<file path="src/rtl/spi_master_ctrl.sv">
// SPI mode-0 master sequencer: one full-duplex, MSB-first frame per accepted start.
// Every output is registered and is derived from the next-state values of the frame engine.
module spi_master_ctrl #(
    parameter int DATA_WIDTH = 8,
    parameter int CLK_DIV    = 4
) (
    input  logic                  clk,
    input  logic                  rst,
    input  logic                  start,
    input  logic                  abort,
    input  logic [DATA_WIDTH-1:0] tx_data,
    input  logic                  miso,
    output logic                  sclk,
    output logic                  cs_n,
    output logic                  mosi,
    output logic                  shift_en,
    output logic [DATA_WIDTH-1:0] rx_data,
    output logic                  rx_valid,
    output logic                  busy
);
    localparam int DIV_W = (CLK_DIV > 2) ? $clog2(CLK_DIV) : 1;
    localparam int BIT_W = $clog2(DATA_WIDTH + 1);
    localparam logic [DIV_W-1:0] DIV_LAST = DIV_W'(CLK_DIV - 1);
    localparam logic [BIT_W-1:0] BIT_LAST = BIT_W'(DATA_WIDTH - 1);

    typedef enum logic [2:0] {
        S_IDLE,
        S_SETUP,
        S_TRANSFER,
        S_HOLD,
        S_DONE
    } state_t;

    state_t                state_q,    state_d;
    logic [DIV_W-1:0]      div_cnt_q,  div_cnt_d;
    logic [BIT_W-1:0]      bit_cnt_q,  bit_cnt_d;
    logic [DATA_WIDTH-1:0] tx_shift_q, tx_shift_d;
    logic [DATA_WIDTH-1:0] rx_shift_q, rx_shift_d;
    logic [DATA_WIDTH-1:0] rx_data_q,  rx_data_d;
    logic                  sclk_q,     sclk_d;
    logic                  cs_n_q,     cs_n_d;
    logic                  mosi_q,     mosi_d;
    logic                  shift_en_q, shift_en_d;
    logic                  rx_valid_q, rx_valid_d;
    logic                  busy_q,     busy_d;
    logic                  div_last;
    logic                  in_frame;

    assign div_last = (div_cnt_q == DIV_LAST);
    assign in_frame = (state_q == S_SETUP) || (state_q == S_TRANSFER) || (state_q == S_HOLD);

    always_comb begin
        state_d    = state_q;
        div_cnt_d  = div_cnt_q;
        bit_cnt_d  = bit_cnt_q;
        tx_shift_d = tx_shift_q;
        rx_shift_d = rx_shift_q;
        rx_data_d  = rx_data_q;
        sclk_d     = sclk_q;
        shift_en_d = 1'b0;
        rx_valid_d = 1'b0;

        case (state_q)
            S_IDLE: begin
                if (start && !abort) begin
                    state_d    = S_SETUP;
                    tx_shift_d = tx_data;
                    div_cnt_d  = '0;
                    bit_cnt_d  = '0;
                end
            end
            S_SETUP: begin
                if (div_last) begin
                    state_d   = S_TRANSFER;
                    div_cnt_d = '0;
                end else begin
                    div_cnt_d = div_cnt_q + DIV_W'(1);
                end
            end
            S_TRANSFER: begin
                if (div_last) begin
                    div_cnt_d = '0;
                    sclk_d    = !sclk_q;
                    if (!sclk_q) begin
                        // rising edge: capture miso
                        rx_shift_d = {rx_shift_q[DATA_WIDTH-2:0], miso};
                        shift_en_d = 1'b1;
                    end else begin
                        // falling edge: advance mosi to the next bit
                        tx_shift_d = tx_shift_q << 1;
                        bit_cnt_d  = bit_cnt_q + BIT_W'(1);
                        if (bit_cnt_q == BIT_LAST) begin
                            state_d = S_HOLD;
                        end
                    end
                end else begin
                    div_cnt_d = div_cnt_q + DIV_W'(1);
                end
            end
            S_HOLD: begin
                if (div_last) begin
                    state_d    = S_DONE;
                    div_cnt_d  = '0;
                    rx_data_d  = rx_shift_q;
                    rx_valid_d = 1'b1;
                end else begin
                    div_cnt_d = div_cnt_q + DIV_W'(1);
                end
            end
            S_DONE: begin
                state_d = S_IDLE;
            end
            default: begin
                state_d = S_IDLE;
            end
        endcase

        if (abort && in_frame) begin
            state_d    = S_IDLE;
            shift_en_d = 1'b0;
            rx_valid_d = 1'b0;
            rx_data_d  = rx_data_q;
        end

        cs_n_d = (state_d == S_IDLE) || (state_d == S_DONE);
        busy_d = (state_d != S_IDLE);
        mosi_d = (state_d == S_IDLE) ? 1'b0 : tx_shift_d[DATA_WIDTH-1];
        if (state_d == S_IDLE) begin
            sclk_d = 1'b0;
        end
    end

    always_ff @(posedge clk) begin
        if (rst) begin
            state_q    <= S_IDLE;
            div_cnt_q  <= '0;
            bit_cnt_q  <= '0;
            tx_shift_q <= '0;
            rx_shift_q <= '0;
            rx_data_q  <= '0;
            sclk_q     <= 1'b0;
            cs_n_q     <= 1'b1;
            mosi_q     <= 1'b0;
            shift_en_q <= 1'b0;
            rx_valid_q <= 1'b0;
            busy_q     <= 1'b0;
        end else begin
            state_q    <= state_d;
            div_cnt_q  <= div_cnt_d;
            bit_cnt_q  <= bit_cnt_d;
            tx_shift_q <= tx_shift_d;
            rx_shift_q <= rx_shift_d;
            rx_data_q  <= rx_data_d;
            sclk_q     <= sclk_d;
            cs_n_q     <= cs_n_d;
            mosi_q     <= mosi_d;
            shift_en_q <= shift_en_d;
            rx_valid_q <= rx_valid_d;
            busy_q     <= busy_d;
        end
    end

    assign sclk     = sclk_q;
    assign cs_n     = cs_n_q;
    assign mosi     = mosi_q;
    assign shift_en = shift_en_q;
    assign rx_data  = rx_data_q;
    assign rx_valid = rx_valid_q;
    assign busy     = busy_q;

endmodule

</file>
<file path="config.mk">
export PLATFORM = sky130hd
export DESIGN_NAME = spi_master_ctrl
export DESIGN_NICKNAME = d
export VERILOG_FILES = /design/src/rtl/spi_master_ctrl.sv
export SDC_FILE = /design/constraint.sdc
export NUM_CORES = 1
export LEC_CHECK = 0
export ABC_CLOCK_PERIOD_IN_PS = 3130
export CORE_AREA = 2 2 58 101
export CTS_CLUSTER_DIAMETER = 100
export DETAILED_ROUTE_END_ITERATION = 7
export DIE_AREA = 0 0 60 103
export PLACE_DENSITY = 0.54
export SETUP_SLACK_MARGIN = 0.4
export SLEW_MARGIN = 25
export SYNTH_ARGS = -nofsm -noshare
export SYNTH_HDL_FRONTEND = slang
export SYNTH_SLANG_ARGS = --single-unit
</file>
<file path="constraint.sdc">
create_clock -name clk -period 3.13 [get_ports clk]
set_input_delay 0.626 -clock clk [delete_from_list [all_inputs] [get_ports clk]]
set_output_delay 0.626 -clock clk [all_outputs]
set_load 0.01 [all_outputs]
</file>
# Yosys cells after proc, flatten, opt, wreduce, memory -nomap -nowiden

Cells that the tools add are included.

Mux-type cells: 21
Equality and inequality tests: 9
Bitwise logic cells: 5
$add $sub $neg: 2
Reductions and logical operators: 21

Operators with widths:

| operator            | count |
|---|---|
| $mux 8              | 3 |
| $mux 3              | 7 |
| $pmux 8 s2          | 1 |
| $mux 4              | 3 |
| $pmux 3 s4          | 1 |
| $pmux 4 s2          | 1 |
| $eq 3x2->1 const B  | 2 |
| $logic_not 3->1     | 2 |
| $ne 2x2->1 const B  | 3 |
| $reduce_and 3->1    | 2 |
| $reduce_or 3->1     | 2 |
| $not 1->1           | 5 |
| $add 4x1->4 const B | 1 |
| $eq 4x3->1 const B  | 1 |
| $mux 2              | 2 |
| $pmux 2 s2          | 1 |
| $reduce_and 2->1    | 2 |
| $reduce_and 4->1    | 1 |
| $reduce_bool 2->1   | 2 |
| $reduce_or 4->1     | 1 |
| $eq 3x1->1 const B  | 1 |
| $eq 3x3->1 const B  | 1 |
| $logic_or 1x1->1    | 3 |
| $reduce_bool 3->1   | 1 |
| 6 further kinds     | 9 |

Register bits: 39
Output and inout bits: 14
Logic and storage cells: 71
Input port bits: 13

# Depth between registers and ports, before layout

Gate-level depths: netlist of run 1.

Depth after elaboration: 8
Depth in mapped cells: 7
Gate-level depth less buffers: 5

# Worst setup path after synthesis of run 1

Ideal clock, no wire load.

Path type: input to register
Start point: input port abort
End point: register cs_n_q, in the netlist cs_n
Buffers on the path: 0
Setup time: 114 ps
Arrival: 1591 ps
Stages on the path: 4
Data required time: 3016 ps
Path slack: 1426 ps
Cell sequence: or3b_4 mux2_2 a21o_1 nor2b_1

Longest elaborated chain between the ends: 7
Elaborated cells on any way between the ends: 9
Classes of those cells: eq/ne: 1; mux: 3; reduce/logical: 5

RTL lines:

| item                                                 | RTL line | RTL |
|---|---|---|
| from (decl)                                          | 10       | `input logic abort,` |
| $logic_not 1->1                                      | 65       | `if (start && !abort) begin` |
| $logic_and 1x1->1                                    | 65       |  |
| $mux 3                                               | 65       |  |
| $pmux 3 s4                                           | 63       | `case (state_q)` |
| $mux 3 (*)                                           | 118      | `if (abort && in_frame) begin` |
| $eq 3x3->1 / $logic_not 3->1 (equally long branches) | 125      | `cs_n_d = (state_d == S_IDLE) \|\| (state_d == S_DONE);` |
| $logic_or 1x1->1 (*)                                 | 125      |  |
| to (signal assigned)                                 | 155      | `cs_n_q <= cs_n_d;` |
| to (decl)                                            | 41       | `logic cs_n_q, cs_n_d;` |

Mark *: on every way between the ends. The rest lies on a longest branch, timed or not.
A chain may end at the register's enable or synchronous reset.

# Worst setup path after layout of run 1

Start point: register sclk_q, in the netlist sclk
End point: output port sclk

RTL lines:

| item                   | RTL line | RTL |
|---|---|---|
| from (decl)            | 40       | `logic sclk_q, sclk_d;` |
| from (signal assigned) | 154      | `sclk_q <= sclk_d;` |
| to (decl)              | 13       | `output logic sclk,` |

No word-level cell between the ends.

==> flow_metrics.env, run 1 <==
export IMPL_grt_pass1_vias=1154
export IMPL_rsz0062_at_grt="false"
export IMPL_synth_edf_count=0
export IMPL_n_antenna_cell=0
export IMPL_clockBufferDepth=2
export IMPL_status="finished clean"
export IMPL_async_flop_share_pct=0
export IMPL_post_cts_setup_buffers=0
export IMPL_grt_start_max_net_pins=33
export IMPL_worst_pin_slew_ns=0.553
export IMPL_synth_area_um2=1560
export IMPL_finalHoldViolCount=0
export IMPL_synth_area_top_cells="dfxtp_1 (50%), mux2i_1 (10%), nor2_1 (5.8%), a22oi_1 (3.9%), a21oi_1 (2.9%)"
export IMPL_dieArea_um2=6180
export IMPL_cts_tree="done"
export IMPL_drv_slew=0
export IMPL_yosysMostFrequentCell="dfxtp_1"
export IMPL_io_pins=27
export IMPL_rows=36
export IMPL_crit_arrival_ns=1.39
export IMPL_cpPeakStageDelay_ns=0.60
export IMPL_skew_ns=0.00579
export IMPL_final_area_um2=1940
export IMPL_synthFlopType="dfxtp_1"
export IMPL_path_buf_inv=1
export IMPL_gp_congestion=0.821
export IMPL_wl_per_cell_um=11.8
export IMPL_firstDrtPassIters=4
export IMPL_multi_input_area_um2=696
export IMPL_nNetsFinal=200
export IMPL_leakage_nw=0.673
export IMPL_drt_total_wl_mm=3.07
export IMPL_clk_pin_slew_ns=0.07
export IMPL_hold_ws_ns=0.453
export IMPL_syn_inst=160
export IMPL_fillerInstances=560
export IMPL_hold_buffers=0
export IMPL_cp_top_family="buffers and inverters"
export IMPL_slew_headroom_pct=63.1
export IMPL_cts_resized=0
export IMPL_drv_cap=0
export IMPL_power_w=0.000878
export IMPL_die_y_um=103
export IMPL_grt_overflow=0
export IMPL_drive_above_1_share_pct=7.61
export IMPL_end_kind="output pin"
export IMPL_htreeDepth=2
export IMPL_final_seq_area_um2=781
export IMPL_grt_pass1_wl_mm=5.17
export IMPL_dp_hpwl_mm=2.13
export IMPL_yosysSeqAreaShare_pct=50.2
export IMPL_period_needed_ns=2.02
export IMPL_vias=1168
export IMPL_p_per_area_nw_per_um2=453
export IMPL_vdd_drop_max_mv=0.258
export IMPL_start_util_pct=28.5
export IMPL_ant_nets=0
export IMPL_ys_ff_latch=39
export IMPL_setup_viol=0
export IMPL_cts_made_buffers=5
export IMPL_fmax_mhz=495
export IMPL_finalCritPeriodShare_pct=64.5
export IMPL_antenna_found_initial=0
export IMPL_drc=0
export IMPL_portBuffers=26
export IMPL_required_ns=2.50
export IMPL_drt_iter0_drc=14
export IMPL_worst_path_max_fanout=9
export IMPL_yosysTopAreaCell="dfxtp_1"
export IMPL_yosysUniqueCellTypes=32
export IMPL_syn_to_final_growth_pct=24.6
export IMPL_avgSynthCellArea_um2=9.72
export IMPL_die_w_um=60
export IMPL_critPathKind="reg2out"
export IMPL_yosysWarnings=0
export IMPL_synth_top_cell_area_share_pct=50.2
export IMPL_min_path_type="reg2reg"
export IMPL_routed_via_density=4.49
export IMPL_post_route_util_pct=35.6
export IMPL_cts_sinks=39
export IMPL_critical_path_startpoint_type="flop"
export IMPL_cp_cell_sequence="clkdlybuf4s50_1"
export IMPL_clk_latency_ns=0.29
export IMPL_detailed_place_area_um2=1870
export IMPL_core_area_um2=5450
export IMPL_synth_common_cells="dfxtp_1 (39), nor2_1 (24), mux2i_1 (16)"
export IMPL_synth_nets=175
export IMPL_cts_root_buf="clkbuf_8"
export IMPL_grt_usage_pct=11.3
export IMPL_crit_slowest_cell="clkdlybuf4s50_1"
export IMPL_tns_ns=0
## through the flow
stage / cells / setup slack, ns
6_report: 260 / 1.11
3_3_place_gp: 254 / 0.859
5_1_grt: 260 / 1.04
3_5_place_dp: 254 / 0.838
2_1_floorplan: 160 / 1.43
4_1_cts: 260 / 1.08
## cells in the final DEF (no fill, tap or decap)
master	count
a21oi_1	9
clkdlybuf4s50_1	26
mux2_2	1
and2_1	1
xor2_1	2
a32o_1	1
nor3_1	6
xnor2_1	3
and3_1	2
a21o_1	1
clkbuf_8	5
nor2_1	24
ha_1	2
nor3b_1	1
nand4b_1	1
nor2b_1	3
a22oi_2	1
nor3_4	1
a31oi_1	3
inv_1	3
or3b_4	1
o21bai_1	1
nand4_1	2
buf_4	3
and4bb_2	1
a22oi_1	8
dfxtp_1	39
nand2_1	11
mux2i_1	16
nand3_1	2
o21ai_0	2
clkbuf_1	1
nor2_2	1
## worst reg2reg max path, cell delays in order, from the launching register on
cell	delay, ns
dfxtp_1	0.36
ha_1	0.25
and4bb_2	0.36
nor2b_1	0.15
buf_4	0.21
mux2i_1	0.21
nor2_1	0.05
## flip-flops by register name, summed over array words and instances (netlist names), 2 cells and up
name        cells
tx_shift_q      8
rx_shift_q      8
state_q         3
bit_cnt_q       4
div_cnt_q       2
rx_data         8
## area by class of cell
class | instances | area share (%)
multi-input combinational | 107 | 35.9
clock buffer | 6 | 3.74
timing repair buffer | 29 | 14.6
inverter | 3 | 0.581
tap | 76 | 4.91
sequential | 39 | 40.3
## cell families (layout without fill, tap and decap cells)
family | after synthesis | count (layout) | synth area share [%]
XOR/XNOR | 5 | 5 | 2.82
AND/OR/NAND/NOR | 57 | 57 | 18.3
flip-flops | 39 | 39 | 50.2
multiplexers | 17 | 17 | 11.0
buffers and inverters | 14 | 38 | 5.07
adder cells (fa/ha/maj) | 2 | 2 | 1.61
AO/OA/AOI/OAI | 26 | 26 | 11.0
## where the power goes
| group | leakage, nW | total, W | internal, W | switching, W |
|---|---|---|---|---|
| clock | 0.0371 | 0.000307 | 0.000148 | 0.000159 |
| sequential | 0.316 | 0.000511 | 0.000505 | 0.00000562 |
| combinational | 0.320 | 0.0000602 | 0.0000315 | 0.0000288 |
| total | 0.673 | 0.000878 | 0.000685 | 0.000193 |
## path summary, 6_finish.rpt
| kind | startpoint | slack, ns | to | depth (start not counted) |
|---|---|---|---|---|
| setup / recovery | sclk | 1.11 | sclk | 1 |
| hold / removal | tx_shift_q[3] | 0.45 | tx_shift_q[3] | 2 |
| setup reg to reg | div_cnt_q[0] | 1.41 | rx_shift_q[7] | 6 |
| hold reg to reg | tx_shift_q[3] | 0.45 | tx_shift_q[3] | 2 |
## layer usage
metal / vias to the layer above / GRT usage [%] / share of wire [%]
met3: 6 / 2.26 / 3.1
li1: 598 / - / -
met1: 541 / 12.9 / 44
met2: 23 / 18.6 / 50
met5: - / 0 / 0
met4: 0 / 7.18 / 2.9
No activity file was read; power rests on OpenSTA's default activity.
==> run 2, diff against run 1 <==
--- a/config.mk
+++ b/config.mk
@@ -5,12 +5,12 @@
 export SDC_FILE = /design/constraint.sdc
 export NUM_CORES = 1
 export LEC_CHECK = 0
-export ABC_CLOCK_PERIOD_IN_PS = 3130
+export ABC_CLOCK_PERIOD_IN_PS = 1700
 export CORE_AREA = 2 2 58 101
 export CTS_CLUSTER_DIAMETER = 100
 export DETAILED_ROUTE_END_ITERATION = 7
 export DIE_AREA = 0 0 60 103
-export PLACE_DENSITY = 0.54
+export PLACE_DENSITY = 0.56
 export SETUP_SLACK_MARGIN = 0.4
 export SLEW_MARGIN = 25
 export SYNTH_ARGS = -nofsm -noshare
==> constraint.sdc (replaced) <==
create_clock -name clk -period 1.7 [get_ports clk]
set_input_delay 0.34 -clock clk [delete_from_list [all_inputs] [get_ports clk]]
set_output_delay 0.34 -clock clk [all_outputs]
set_load 0.01 [all_outputs]
==> flow_metrics.env, run 2 (synthesis gave the netlist of run 1 again) <==
export IMPL_status="finished clean"
export IMPL_critical_path_startpoint_type="flop"
export IMPL_tns_ns=0
export IMPL_required_ns=1.88
export IMPL_p_int_w=0.00160
export IMPL_placed_cells=264
export IMPL_grt_pass1_wl_mm=5.56
export IMPL_end_kind="flop"
export IMPL_dp_hpwl_mm=2.30
export IMPL_slew_headroom_pct=77.9
export IMPL_fmax_mhz=671
export IMPL_grt_usage_pct=12.4
export IMPL_antenna_found_initial=0
export IMPL_vias=1266
export IMPL_finalHoldViolCount=0
export IMPL_final_common_cell="dfxtp_1"
export IMPL_critPathKind="reg2reg"
export IMPL_clk_latency_ns=0.29
export IMPL_drive_above_1_share_pct=29.6
export IMPL_drt_total_wl_mm=3.38
export IMPL_cts_sinks=39
export IMPL_final_cell_mix="dfxtp_1 (36), nor2_1 (24), mux2i_1 (16), buf_4 (16), dlygate4sd2_1 (14)"
export IMPL_final_area_um2=2290
export IMPL_fin_cells=282
export IMPL_switching_power_w=0.000410
export IMPL_hold_buffers=0
export IMPL_crit_arrival_ns=1.67
export IMPL_vdd_drop_max_mv=0.450
export IMPL_core_area_um2=5450
export IMPL_die_w_um=60
export IMPL_skew_ns=0.00964
export IMPL_nNetsFinal=220
export IMPL_switching_share_pct=20.4
export IMPL_crit_slowest_cell="dfxtp_2"
export IMPL_finalCritPeriodShare_pct=87.7
export IMPL_drt_iter0_drc=22
export IMPL_dieArea_um2=6180
export IMPL_gp_congestion=0.805
export IMPL_p_comb_share_pct=7.4
export IMPL_drc=0
export IMPL_power_w=0.00201
export IMPL_r2r_slack_ns=0.21
export IMPL_worst_path_max_fanout=5
export IMPL_drv_cap=0
export IMPL_period_needed_ns=1.49
export IMPL_portBuffers=26
export IMPL_seqPwrFrac_pct=46.8
export IMPL_setup_viol=0
export IMPL_routed_via_density=4.49
export IMPL_rsz0062_at_grt="true"
export IMPL_clockBufferDepth=2
export IMPL_syn_to_final_growth_pct=47.1
export IMPL_grt_overflow=0
export IMPL_cts_tree="done"
export IMPL_htreeDepth=2
export IMPL_cts_made_buffers=5
export IMPL_grt_start_max_net_pins=31
export IMPL_n_antenna_cell=0
export IMPL_fillerInstances=541
export IMPL_firstDrtPassIters=4
export IMPL_cp_cell_sequence="ha_4 -> and4bb_4 -> nor2b_4 -> buf_6 -> mux2i_1 -> nor2_1"
export IMPL_cts_root_buf="clkbuf_8"
export IMPL_die_y_um=103
export IMPL_ant_nets=0
export IMPL_detailed_place_area_um2=2020
export IMPL_cpPeakStageDelay_ns=0.36
export IMPL_post_route_util_pct=42.0
export IMPL_start_util_pct=28.5
export IMPL_clk_pin_slew_ns=0.08
export IMPL_wl_per_cell_um=12.0
export IMPL_grt_pass1_vias=1244
export IMPL_min_path_type="in2reg"
export IMPL_rows=36
export IMPL_worst_pin_slew_ns=0.331
export IMPL_drv_slew=0
export IMPL_p_per_area_nw_per_um2=877
export IMPL_p_clk_share_pct=45.7
export IMPL_io_pins=27
export IMPL_leakage_nw=0.882
## run 2: changes by cell type in the layout (fill, tap and decap cells not counted), moves of 5 or more
cell and change:
a22oi_2 +8, buf_4 +13, a22oi_1 -8, dlygate4sd2_1 +14
clkdlybuf4s50_1 -16, buf_6 +5
## run 2: worst max-delay path: cells and delay by family, from the launching register on
| kind | cells | cell delay (ns) |
|---|---|---|
| and+or+nand+nor | 3 | 0.54 |
| DFF | 1 | 0.36 |
| muxes | 1 | 0.19 |
| adders and majority gates | 1 | 0.15 |
| buffers and inverters | 1 | 0.15 |
## run 2: path summary, 6_finish.rpt
kind	from	endpoint	depth (start not counted)
worst max register to register	div_cnt_q[1]	rx_shift_q[4]	6
worst min-delay path	abort	shift_en	4
worst min register to register	tx_shift_q[3]	tx_shift_q[3]	2
worst max-delay path	div_cnt_q[1]	rx_shift_q[4]	6
## run 2: area by class of cell
class	count	area, µm²	area share, %
clock inverter	3	67.6	2.95
sequential	39	785	34.3
multi-input combinational	107	807	35.3
tap	76	95.1	4.16
clock buffer	5	68.8	3.01
inverter	3	11.3	0.492
timing repair buffer	49	454	19.8
## run 2: routing by layer
layer  routed length [µm]  track usage (%)  share of wire, %  vias to the layer above
met2                 1760             20.4                52                       24
met5                    0                0                 0                        -
met1                 1460             13.9                43                      594
met4                   68             6.67               2.0                        0
met3                   91             3.64               2.7                        5
li1                     -                -                 -                      643
## run 2: per-stage QoR
stage | setup WS (ns) | hold WS [ns]
after floorplan | 0.231 | 0.432
after global placement | -0.251 | 0.445
after detailed placement | -0.277 | 0.449
after CTS | 0.220 | 0.456
after global routing | 0.133 | 0.480
final | 0.209 | 0.466
## run 2: power groups by stage
stage	clock network [W]	logic, W	registers, W
2_1_floorplan	0	0.0000682	0.000961
3_3_place_gp	0	0.000138	0.000960
3_5_place_dp	0	0.000138	0.000961
4_1_cts	0.000943	0.000147	0.000939
5_1_grt	0.000996	0.000164	0.000942
6_report	0.000918	0.000149	0.000940
## run 2: repair_timing
| action | CTS | global route |
|---|---|---|
| endpoints found under the setup margin | 50 | 37 |
| hold endpoints to repair | 0 | 0 |
| gates cloned | 1 | 0 |
| gates resized for setup | 32 | 9 |
| setup buffers | 7 | 2 |
| pin swaps | 11 | 16 |
